--- src/rtl/uart_pkg.sv ---
// Shared UART definitions: receiver state encoding and frame bit levels.
package uart_pkg;

  typedef enum logic [1:0] {IDLE, START, DATA, STOP} rx_state_t;

  localparam logic START_BIT = 1'b0;
  localparam logic STOP_BIT  = 1'b1;

endpackage

--- src/rtl/uart_rx_sync.sv ---
// N-flop synchronizer for an asynchronous input; flops reset to the idle-high level.
module rx_sync #(
  parameter int N = 2
) (
  input  logic clk_i,
  input  logic rst_i,
  input  logic d_i,
  output logic q_o
);

  logic [N-1:0] sync_q;

  always_ff @(posedge clk_i or posedge rst_i) begin
    if (rst_i) begin
      sync_q <= '1;
    end else begin
      sync_q <= {sync_q[N-2:0], d_i};
    end
  end

  assign q_o = sync_q[N-1];

endmodule

--- src/rtl/uart_rx.sv ---
// UART receiver: oversampled start detection, mid-bit sampling, valid/ack word delivery
// with framing and overrun flags.
module uart_rx
  import uart_pkg::*;
#(
  parameter int SIZE = 8,
  parameter int OVS  = 16
) (
  input  logic            RXC,
  input  logic            R,
  input  logic            RXD,
  input  logic            RX_ACK,
  output logic [SIZE-1:0] RXDATA,
  output logic            RX_VALID,
  output logic            RX_FERR,
  output logic            RX_OVR,
  output logic            RX_BUSY
);

  localparam int CTR_W  = $clog2(OVS);
  localparam int BITN_W = $clog2(SIZE + 1);

  localparam logic [CTR_W-1:0]  HALF_M1  = CTR_W'(OVS / 2 - 1);
  localparam logic [CTR_W-1:0]  FULL_M1  = CTR_W'(OVS - 1);
  localparam logic [BITN_W-1:0] LAST_BIT = BITN_W'(SIZE - 1);

  logic              rxs;
  logic              rxs_d_q;
  rx_state_t         state_q;
  logic [CTR_W-1:0]  ctr_q;
  logic [BITN_W-1:0] bitn_q;
  logic [SIZE-1:0]   shift_q;
  logic [SIZE-1:0]   shift_d;
  logic              stop_q;
  logic              deliver_q;
  logic [SIZE-1:0]   rxdata_q;
  logic              valid_q;
  logic              ferr_q;
  logic              ovr_q;
  logic              busy_q;

  rx_sync #(.N(2)) u_sync (
    .clk_i (RXC),
    .rst_i (R),
    .d_i   (RXD),
    .q_o   (rxs)
  );

  // LSB-first: each new sample enters at the MSB and the word drifts down.
  always_comb begin
    shift_d          = shift_q >> 1;
    shift_d[SIZE-1]  = rxs;
  end

  always_ff @(posedge RXC or posedge R) begin
    if (R) begin
      rxs_d_q   <= 1'b1;
      state_q   <= IDLE;
      ctr_q     <= '0;
      bitn_q    <= '0;
      shift_q   <= '0;
      stop_q    <= 1'b0;
      deliver_q <= 1'b0;
      rxdata_q  <= '0;
      valid_q   <= 1'b0;
      ferr_q    <= 1'b0;
      ovr_q     <= 1'b0;
      busy_q    <= 1'b0;
    end else begin
      rxs_d_q   <= rxs;
      deliver_q <= 1'b0;

      // Delivery precedes the FSM so a start edge in the same cycle keeps BUSY set.
      if (deliver_q) begin
        busy_q <= 1'b0;
        if (!valid_q || RX_ACK) begin
          rxdata_q <= shift_q;
          ferr_q   <= (stop_q != STOP_BIT);
          valid_q  <= 1'b1;
          ovr_q    <= 1'b0;
        end else begin
          ovr_q    <= 1'b1;
        end
      end else if (RX_ACK && valid_q) begin
        valid_q <= 1'b0;
        ferr_q  <= 1'b0;
        ovr_q   <= 1'b0;
      end

      case (state_q)
        IDLE: begin
          if (rxs_d_q && !rxs) begin
            state_q <= START;
            ctr_q   <= '0;
            busy_q  <= 1'b1;
          end
        end
        START: begin
          if (ctr_q == HALF_M1) begin
            ctr_q  <= '0;
            bitn_q <= '0;
            if (rxs == START_BIT) begin
              state_q <= DATA;
            end else begin
              state_q <= IDLE;
              busy_q  <= 1'b0;
            end
          end else begin
            ctr_q <= ctr_q + CTR_W'(1);
          end
        end
        DATA: begin
          if (ctr_q == FULL_M1) begin
            ctr_q   <= '0;
            shift_q <= shift_d;
            bitn_q  <= bitn_q + BITN_W'(1);
            if (bitn_q == LAST_BIT) begin
              state_q <= STOP;
            end
          end else begin
            ctr_q <= ctr_q + CTR_W'(1);
          end
        end
        STOP: begin
          if (ctr_q == FULL_M1) begin
            ctr_q     <= '0;
            stop_q    <= rxs;
            deliver_q <= 1'b1;
            state_q   <= IDLE;
          end else begin
            ctr_q <= ctr_q + CTR_W'(1);
          end
        end
        default: state_q <= IDLE;
      endcase
    end
  end

  assign RXDATA   = rxdata_q;
  assign RX_VALID = valid_q;
  assign RX_FERR  = ferr_q;
  assign RX_OVR   = ovr_q;
  assign RX_BUSY  = busy_q;

endmodule

--- config.mk ---
export PLATFORM = sky130hd
export DESIGN_NAME = uart_rx
export DESIGN_NICKNAME = d
export VERILOG_FILES = /design/src/rtl/uart_pkg.sv /design/src/rtl/uart_rx_sync.sv /design/src/rtl/uart_rx.sv
export SDC_FILE = /design/constraint.sdc
export NUM_CORES = 1
export LEC_CHECK = 0
export CORE_UTILIZATION = 30
export DETAILED_ROUTE_END_ITERATION = 16
export MAX_ROUTING_LAYER = met4
export SLEW_MARGIN = 20
export SYNTH_ARGS = -nofsm -noshare
export SYNTH_HDL_FRONTEND = slang
export SYNTH_SLANG_ARGS = --single-unit
--- constraint.sdc ---
create_clock -name RXC -period 1.99 [get_ports RXC]
set_input_delay 0.2985 -clock RXC [delete_from_list [all_inputs] [get_ports RXC]]
set_output_delay 0.2985 -clock RXC [all_outputs]
set_load 0.02 [all_outputs]
## Word-level counts from Yosys, hierarchy flattened

Cells that the tools add are included.

- Reduce and logical (&&, ||, !) cells: 15
- Add/subtract/negate cells: 2
- Bitwise operators: 1
- Muxes and demuxes: 28
- Equal/unequal tests: 12

Operators with widths:

| cell | count |
|---|---|
| two-way mux 4 bit | 5 |
| two-way mux 1 bit | 13 |
| two-way mux 2 bit | 6 |
| one-hot mux 4 bit (3 select lines) | 1 |
| != test 2 bit, second input constant | 5 |
| adder 4 x 1 -> 4 bit, second input constant | 2 |
| equality test 4 x 3 -> 1 bit, second input constant | 2 |
| one-hot mux 2 bit (4 select lines) | 1 |
| one-hot mux 4 bit (2 select lines) | 1 |
| AND reduction 2 bit | 4 |
| AND reduction 5 bit | 1 |
| equality test 2 bit, second input constant | 2 |
| equality test 4 bit, second input constant | 1 |
| nonzero test 2 bit | 2 |
| AND reduction 3 bit | 1 |
| equality test 2 x 1 -> 1 bit, second input constant | 1 |
| logical AND 1 bit | 2 |
| logical NOT 1 bit | 2 |
| logical NOT 2 bit | 1 |
| != test 2 x 1 -> 1 bit, second input constant | 1 |
| one-hot mux 1 bit (2 select lines) | 1 |
| OR reduction 2 bit | 1 |
| logical OR 1 bit | 1 |
| inverter 1 bit | 1 |

- Input bits: 4
- Logic and storage cells: 71
- Output and inout bits: 12
- Register bits after elaboration: 35

## Logic depth before layout (Yosys ltp)

Gate-level depths: netlist of run 1.

- Depth in word-level cells: 4
- Gate-level depth with buffers: 6
- Gate-level depth less buffers: 4

## Modules after synthesis

From an unflattened synthesis of run 1, not the netlist that was laid out.

- Cells, all modules: 125
- Area, all modules: 1545.2 um^2

By module, submodules not included:

| module | seq. area each (um^2) | instances | cells an instance | area an instance (um^2) |
|---|---|---|---|---|
| uart_rx | 827.0 | 1 | 122 | 1488.9 |
| rx_sync | 52.6 | 1 | 3 | 56.3 |

## Worst setup path before layout of run 1

No wires, ideal clock.

- Path kind: reg2reg
- Start: register ctr_q[0]
- End: register state_q[0]
- Slack: 290 ps
- Arrival time: 1574 ps
- Required time: 1864 ps
- Library setup time: 126 ps
- Stages on the path, launching flop included: 7
- Path buffers: 2
- Period minus slack after synthesis: 1700 ps
- Path through: dfrtp_1 ha_1 buf_6 and4b_1 buf_6 a41o_1 a221o_1

- Word-level cells in the longest chain between the ends: 3
- Elaborated cells on any way between the ends: 6
- Classes of those cells: 5 x eq/ne; 1 x reduce/logical

RTL lines:

| item | line | text |
|---|---|---|
| start, declared | uart_rx.sv:30 | `logic [CTR_W-1:0] ctr_q;` |
| start signal, assigned | uart_rx.sv:109 | `ctr_q <= ctr_q + CTR_W'(1);` |
| start signal, assigned | uart_rx.sv:121 | `ctr_q <= ctr_q + CTR_W'(1);` |
| start signal, assigned | uart_rx.sv:131 | `ctr_q <= ctr_q + CTR_W'(1);` |
| equality test 4 bit or equality test 4 x 3 -> 1 bit (tied branches) | uart_rx.sv:113, uart_rx.sv:125, uart_rx.sv:99 |  |
| != test 2 bit (no line) | - |  |
| AND reduction 5 bit (no line) * | - |  |
| end signal, assigned | uart_rx.sv:118 | `state_q <= STOP;` |
| end signal, assigned | uart_rx.sv:129 | `state_q <= IDLE;` |
| end signal, assigned | uart_rx.sv:134 | `default: state_q <= IDLE;` |
| end, declared | uart_rx.sv:29 | `rx_state_t state_q;` |

Every way passes the cells marked *; elsewhere a longest branch is shown, timed or not.
A chain may end at the register's enable or synchronous reset.

## Final worst setup path of run 1

Same ends and word-level chain as after synthesis.

==> results.py, run 1 <==
metrics = {
    "yosys": {
        "syn_avg_cell_area_um2": 12.7,
        "syn_area_um2": 1550,
        "synth_cell_types": 37,
        "yosysSeqAreaShare_pct": 56.9,
        "yosysWarnings": 0,
        "synthCells": 122,
        "ys_ff_latch": 35,
        "syn_nets": 128,
    },
    "timing": {
        "setup_violations": 0,
        "max_freq_mhz": 569,
        "setup_tns_ns": 0,
        "min_period_over_period_pct": 88.3,
        "worstMarginPinSlew_ns": 0.443,
        "period_needed_ns": 1.76,
        "rsz0062_at_grt": "no",
        "drv_slew": 0,
        "worst_clock_skew_ns": 0.00277,
        "max_slew_margin_pct": 70.2,
        "finalHoldViolCount": 0,
    },
    "routing": {
        "drc": 0,
        "wirelength_um": 2870,
        "wl_per_cell_um": 13.9,
        "routed_via_density": 4.94,
        "antenna_left": 0,
        "drtIter0Drc": 52,
        "via_count": 1023,
        "firstDrtPassIters": 4,
    },
    "power_and_ir_drop": {
        "peakVddDrop_mv": 0.594,
        "leakagePower_nw": 0.826,
        "powerDensity_nw_per_um2": 1090,
    },
    "setup_path": {
        "critPathRequiredTime_ns": 2.16,
        "critPathCaptureType": "flip-flop",
        "startpoint": "ctr_q[0]",
        "crit_type": "flip-flop to flip-flop",
        "crit_arrival_ns": 1.92,
        "start_kind": "flip-flop",
        "timing.rr.start": "ctr_q[0]",
        "cp_max_fo": 9,
    },
    "die": {
        "num_rows": 25,
        "ioPinCount": 16,
        "die_y_um": 73.8,
        "die_w_um": 73.8,
        "core_area_um2": 4850,
        "start_util_pct": 31.9,
        "fp.dieArea_um2": 5450,
    },
    "cells_and_area": {
        "layout_commonest_cell": "dfrtp_1",
        "area_growth_pct": 18.9,
        "final_cell_mix": "dfrtp_1, mux2_2, clkdlybuf4s50_1",
        "n_antenna_cell": 0,
        "final_layout_size_suffix_gt1_share_pct": 24.3,
        "nets": 145,
        "fin_cells": 207,
    },
    "clock_tree": {
        "cts_tree": "yes",
        "clkSlewWorstSetupHoldPaths_ns": 0.07,
        "clkLatencyLatePin_ns": 0.28,
        "cts_hold_buf": 0,
        "root_buffer": "clkbuf_8",
        "htreeDepth": 2,
        "cts_buffers": 5,
        "cts.sinks": 35,
        "clk_path_buf_depth": 2,
        "cts_resized": 0,
        "post_cts_buffers": 0,
    },
    "run_status": {
        "status": "complete, no violations",
    },
    "placement": {
        "portBuffers": 15,
        "gp_congestion": 0.901,
        "hpwl_um": 1970,
        "dp.cells": 199,
    },
    "global_routing": {
        "grt_usage_pct": 12.4,
        "grt_pass1_vias": 1058,
        "overflow": 0,
        "antenna_found_initial": 0,
        "grt_pass1_wl_um": 4930,
        "grt_max_degree": 36,
    },
    "run": {
        "maxCapViolCount": 0,
    },
    "worst_hold_path": {
        "hold_class": "flip-flop to flip-flop",
        "hp-start": "u_sync.sync_q[0]",
    },
}
## power breakdown
part	internal, mW	total (mW)	switching (mW)
sequential	0.817	0.965	0.148
clock	0.315	0.550	0.235
combinational	0.243	0.491	0.248
## kinds of logic (layout without fill, tap and decap cells)
logic type,Yosys count,count (layout),share of synthesized area (%)
buffers and inverters,12,30,4.61
and+or+nand+nor,25,25,8.98
AOI/OAI and AO/OA,26,26,12.4
xor gates and xnor gates,1,1,0.566
muxes,21,21,15.0
DFF,35,35,56.9
adders and majority gates,2,2,1.62
## cell usage after synthesis (all sizes together)
cell type	number	area share, %
a32o	1	0.65
inv	6	1.5
a311o	1	0.65
mux2	17	12
a21oi	6	1.9
o41a	1	0.73
nand3	3	0.97
o221a	1	0.73
a31o	2	1.1
dfstp	3	5.1
xnor2	1	0.57
a221o	1	0.65
mux2i	4	2.6
nor2	4	0.97
nor4	1	0.40
o21bai	1	0.49
nand4b	1	0.57
a21boi	2	0.97
nor3	3	0.97
a22oi	1	0.49
ha	2	1.6
o21ai	4	1.3
and4b	2	1.4
dfrtp	32	52
nand4	1	0.40
nand2	6	1.6
buf	6	3.2
nand2b	2	0.81
o22a	1	0.57
a41o	1	0.65
nor2b	1	0.40
a211oi	2	0.97
and2	1	0.49
a21o	1	0.49
## state kept, by name, summed over array words and instances (netlist names), 2 cells and up, named ones only
name and count:
RXDATA 8, shift_q 8, bitn_q 4, ctr_q 4, u_sync.sync_q 2
## layer usage
metal  GRT usage [%]  routed length (µm)  up-vias
li1                -                   -      473
met1            14.9                1310      518
met2            18.8                1360       26
met3            3.98                 140        6
met4            6.41                  60        0
met5               -                   0        -
## cell type report
class,instances,area (µm²)
Multi-Input combinational cell,75,596
Sequential cell,35,880
Clock buffer,8,100
Fill cell,465,3010
Timing Repair Buffer,16,158
Tap cell,67,83.8
Inverter,6,22.5
## metrics by stage
step	worst slack, ns	total power, mW	hold WS, ns	instance area (µm²)	util [%]
after CTS	0.240	2.03	0.357	1840	37.9
after global routing	0.118	2.13	0.358	1840	37.9
after floorplan	0.290	1.36	0.303	1550	-
final	0.234	2.01	0.356	1840	37.9
after detailed placement	0.212	1.47	0.347	1740	35.9
after global placement	0.272	1.44	0.346	1740	35.9
## worst max-delay path: stages (launching register included)
cell and delay [ns]:
dfrtp_1 0.41, ha_1 0.31, and4b_1 0.33, a41o_1 0.26, a221o_1 0.34
## worst paths after layout
| path | endpoint | slack, ns | cells past startpoint |
|---|---|---|---|
| worst max register to register | state_q[0] | 0.23 | 4 |
| worst min register to register | u_sync.sync_q[1] | 0.36 | 0 |
| worst min-delay path | u_sync.sync_q[1] | 0.36 | 0 |
| min in group asynchronous | shift_q[6] | 0.42 | 3 |
| worst max-delay path | state_q[0] | 0.23 | 4 |
| max in group asynchronous | rxs_d_q | 1.23 | 3 |
No activity file was read; power rests on OpenSTA's default activity.
==> run 2: changes to the inputs <==
CELL_PAD_IN_SITES_DETAIL_PLACEMENT = 1   (was default)
CELL_PAD_IN_SITES_GLOBAL_PLACEMENT = 1   (was default)
CORE_MARGIN = 2   (was default)
PLACE_DENSITY_LB_ADDON = 0.1   (was default)
==> run 2 against run 1 <==
Compared with the run above:
- total power is 0.55% lower
- setup slack worse by 0.014 ns
- clock skew is 0.0065 ns higher
- cell area is 0.88% higher
- critical path depth stayed put
- critical endpoint unchanged
- largest power group unchanged
- highest routed layer unchanged
==> results.py, run 2 (same netlist as run 1, synthesis figures left out) <==
metrics = {
    "timing": {
        "rsz0062_at_grt": "no",
        "setup_violations": 0,
        "worst_clock_skew_ns": 0.00922,
        "max_freq_mhz": 565,
        "max_slew_margin_pct": 71.1,
        "period_needed_ns": 1.77,
        "worstMarginPinSlew_ns": 0.432,
        "fin_ws_ns": 0.220,
        "min_period_over_period_pct": 89.0,
        "setup_tns_ns": 0,
        "finalHoldViolCount": 0,
        "drv_slew": 0,
    },
    "global_routing": {
        "grt_max_degree": 36,
        "overflow": 0,
        "grt_pass1_wl_um": 5530,
        "grt_usage_pct": 13.5,
        "antenna_found_initial": 0,
        "grt_pass1_vias": 1122,
    },
    "cells_and_area": {
        "multi_input_comb_area_um2": 596,
        "final_layout_size_suffix_gt1_share_pct": 25.4,
        "nets": 147,
        "nFillCells": 561,
        "area_growth_pct": 20.0,
        "fin_cells": 212,
        "fin_util_pct": 36.8,
        "regArea_um2": 880,
        "layout_commonest_cell": "dfrtp_1",
        "final_cell_mix": "dfrtp_1, mux2_2, clkdlybuf4s50_1",
        "n_antenna_cell": 0,
    },
    "routing": {
        "wl_met3_um": 77,
        "wl_met1_um": 1530,
        "drtIter0Drc": 69,
        "wl_per_cell_um": 14.8,
        "firstDrtPassIters": 4,
        "top_layer": "met4",
        "antenna_left": 0,
        "via_count": 1005,
        "met2_wirelength_um": 1490,
        "wirelength_um": 3140,
        "routed_via_density": 4.74,
        "drc": 0,
    },
    "setup_path": {
        "regToRegSetupSlack_ns": 0.22,
        "max_stage_delay_ns": 0.42,
        "critPathRequiredTime_ns": 2.15,
        "r2r_cells": 4,
        "crit_type": "flip-flop to flip-flop",
        "cp_max_fo": 9,
        "crit_family": "compound AO/OA/AOI/OAI gates",
        "crit_arrival_ns": 1.93,
        "timing.rr.start": "ctr_q[0]",
        "cp_slowest_cell": "dfrtp_1",
        "reg2reg_to": "state_q[0]",
        "start_kind": "flip-flop",
        "critPathCaptureType": "flip-flop",
        "crit_path_cell_trace": "ha_1 -> and4b_1 -> a41o_1 -> a221o_1",
        "path_buf_inv": 0,
    },
    "die": {
        "die_y_um": 75.8,
        "core_area_um2": 5040,
        "num_rows": 26,
        "start_util_pct": 30.7,
        "ioPinCount": 16,
        "fp.dieArea_um2": 5740,
        "die_w_um": 75.8,
    },
    "run_status": {
        "status": "complete, no violations",
    },
    "clock_tree": {
        "cts_hold_buf": 0,
        "cts.sinks": 35,
        "cts_tree": "yes",
        "post_cts_buffers": 0,
        "clk_path_buf_depth": 2,
        "clkSlewWorstSetupHoldPaths_ns": 0.08,
        "cts_resized": 0,
        "clkLatencyLatePin_ns": 0.28,
        "htreeDepth": 2,
        "cts_buffers": 5,
        "root_buffer": "clkbuf_8",
    },
    "power_and_ir_drop": {
        "power_frac_comb_pct": 27.9,
        "p_switching_uw": 664,
        "p_int_mw": 1.33,
        "p_sw_share_pct": 33.3,
        "peakVddDrop_mv": 0.492,
        "clkPwrFrac_pct": 24.7,
        "p_seq_share_pct": 47.4,
        "leakagePower_nw": 0.830,
        "powerDensity_nw_per_um2": 1080,
    },
    "run": {
        "maxCapViolCount": 0,
    },
    "placement": {
        "portBuffers": 15,
        "gp_congestion": 0.689,
        "hpwl_um": 2180,
        "dp_slack_ns": 0.195,
        "dp.cells": 204,
    },
    "worst_hold_path": {
        "hold_class": "input pin to async pin",
    },
}
-- run 2: worst max path at each step --
stage	from	endpoint	slack (ns)	cells past startpoint
2_1_floorplan	ctr_q[0]	state_q[0]	0.29	6
3_3_place_gp	RX_ACK	RXDATA[2]	0.23	4
3_5_place_dp	RX_ACK	RXDATA[7]	0.20	4
4_1_cts	ctr_q[0]	state_q[0]	0.21	4
5_1_grt	ctr_q[0]	stop_q	0.15	4
6_report	ctr_q[0]	state_q[0]	0.22	4
-- run 2: final cells by class --
type | count | share of cell area, %
Sequential cell | 35 | 47.4
Multi-Input combinational cell | 75 | 32.1
Timing Repair Buffer | 18 | 9.98
Tap cell | 70 | 4.72
Clock buffer | 6 | 3.91
Inverter | 6 | 1.21
Clock inverter | 2 | 0.674
-- run 2: power by group through the flow --
stage	Sequential [mW]	Clock (mW)	Combinational [mW]
floorplan	0.912	0	0.449
global placement	0.953	0	0.554
detailed placement	0.958	0	0.559
CTS	0.945	0.529	0.564
global route	0.965	0.564	0.627
finish	0.945	0.494	0.557
-- run 2: per-layer routing --
layer  up-vias  global-route usage, %
met5         -                      -
met4         0                   5.26
met3         5                   3.97
met2        10                   20.9
met1       513                   16.6
li1        477                      -
-- run 2: per-stage QoR --
stage	instance area, µm²	power [mW]	hold slack (ns)
detailed placement	1770	1.52	0.350
global route	1860	2.16	0.364
CTS	1860	2.04	0.350
floorplan	1550	1.36	0.303
finish	1860	2.00	0.353
global placement	1770	1.51	0.346
-- run 2: worst register-to-register path, delay by kind of cell, from the launching register on --
kind,cells,cell delay (ns)
adders and majority gates,1,0.30
AOI/OAI and AO/OA,2,0.61
DFF,1,0.42
and+or+nand+nor,1,0.32
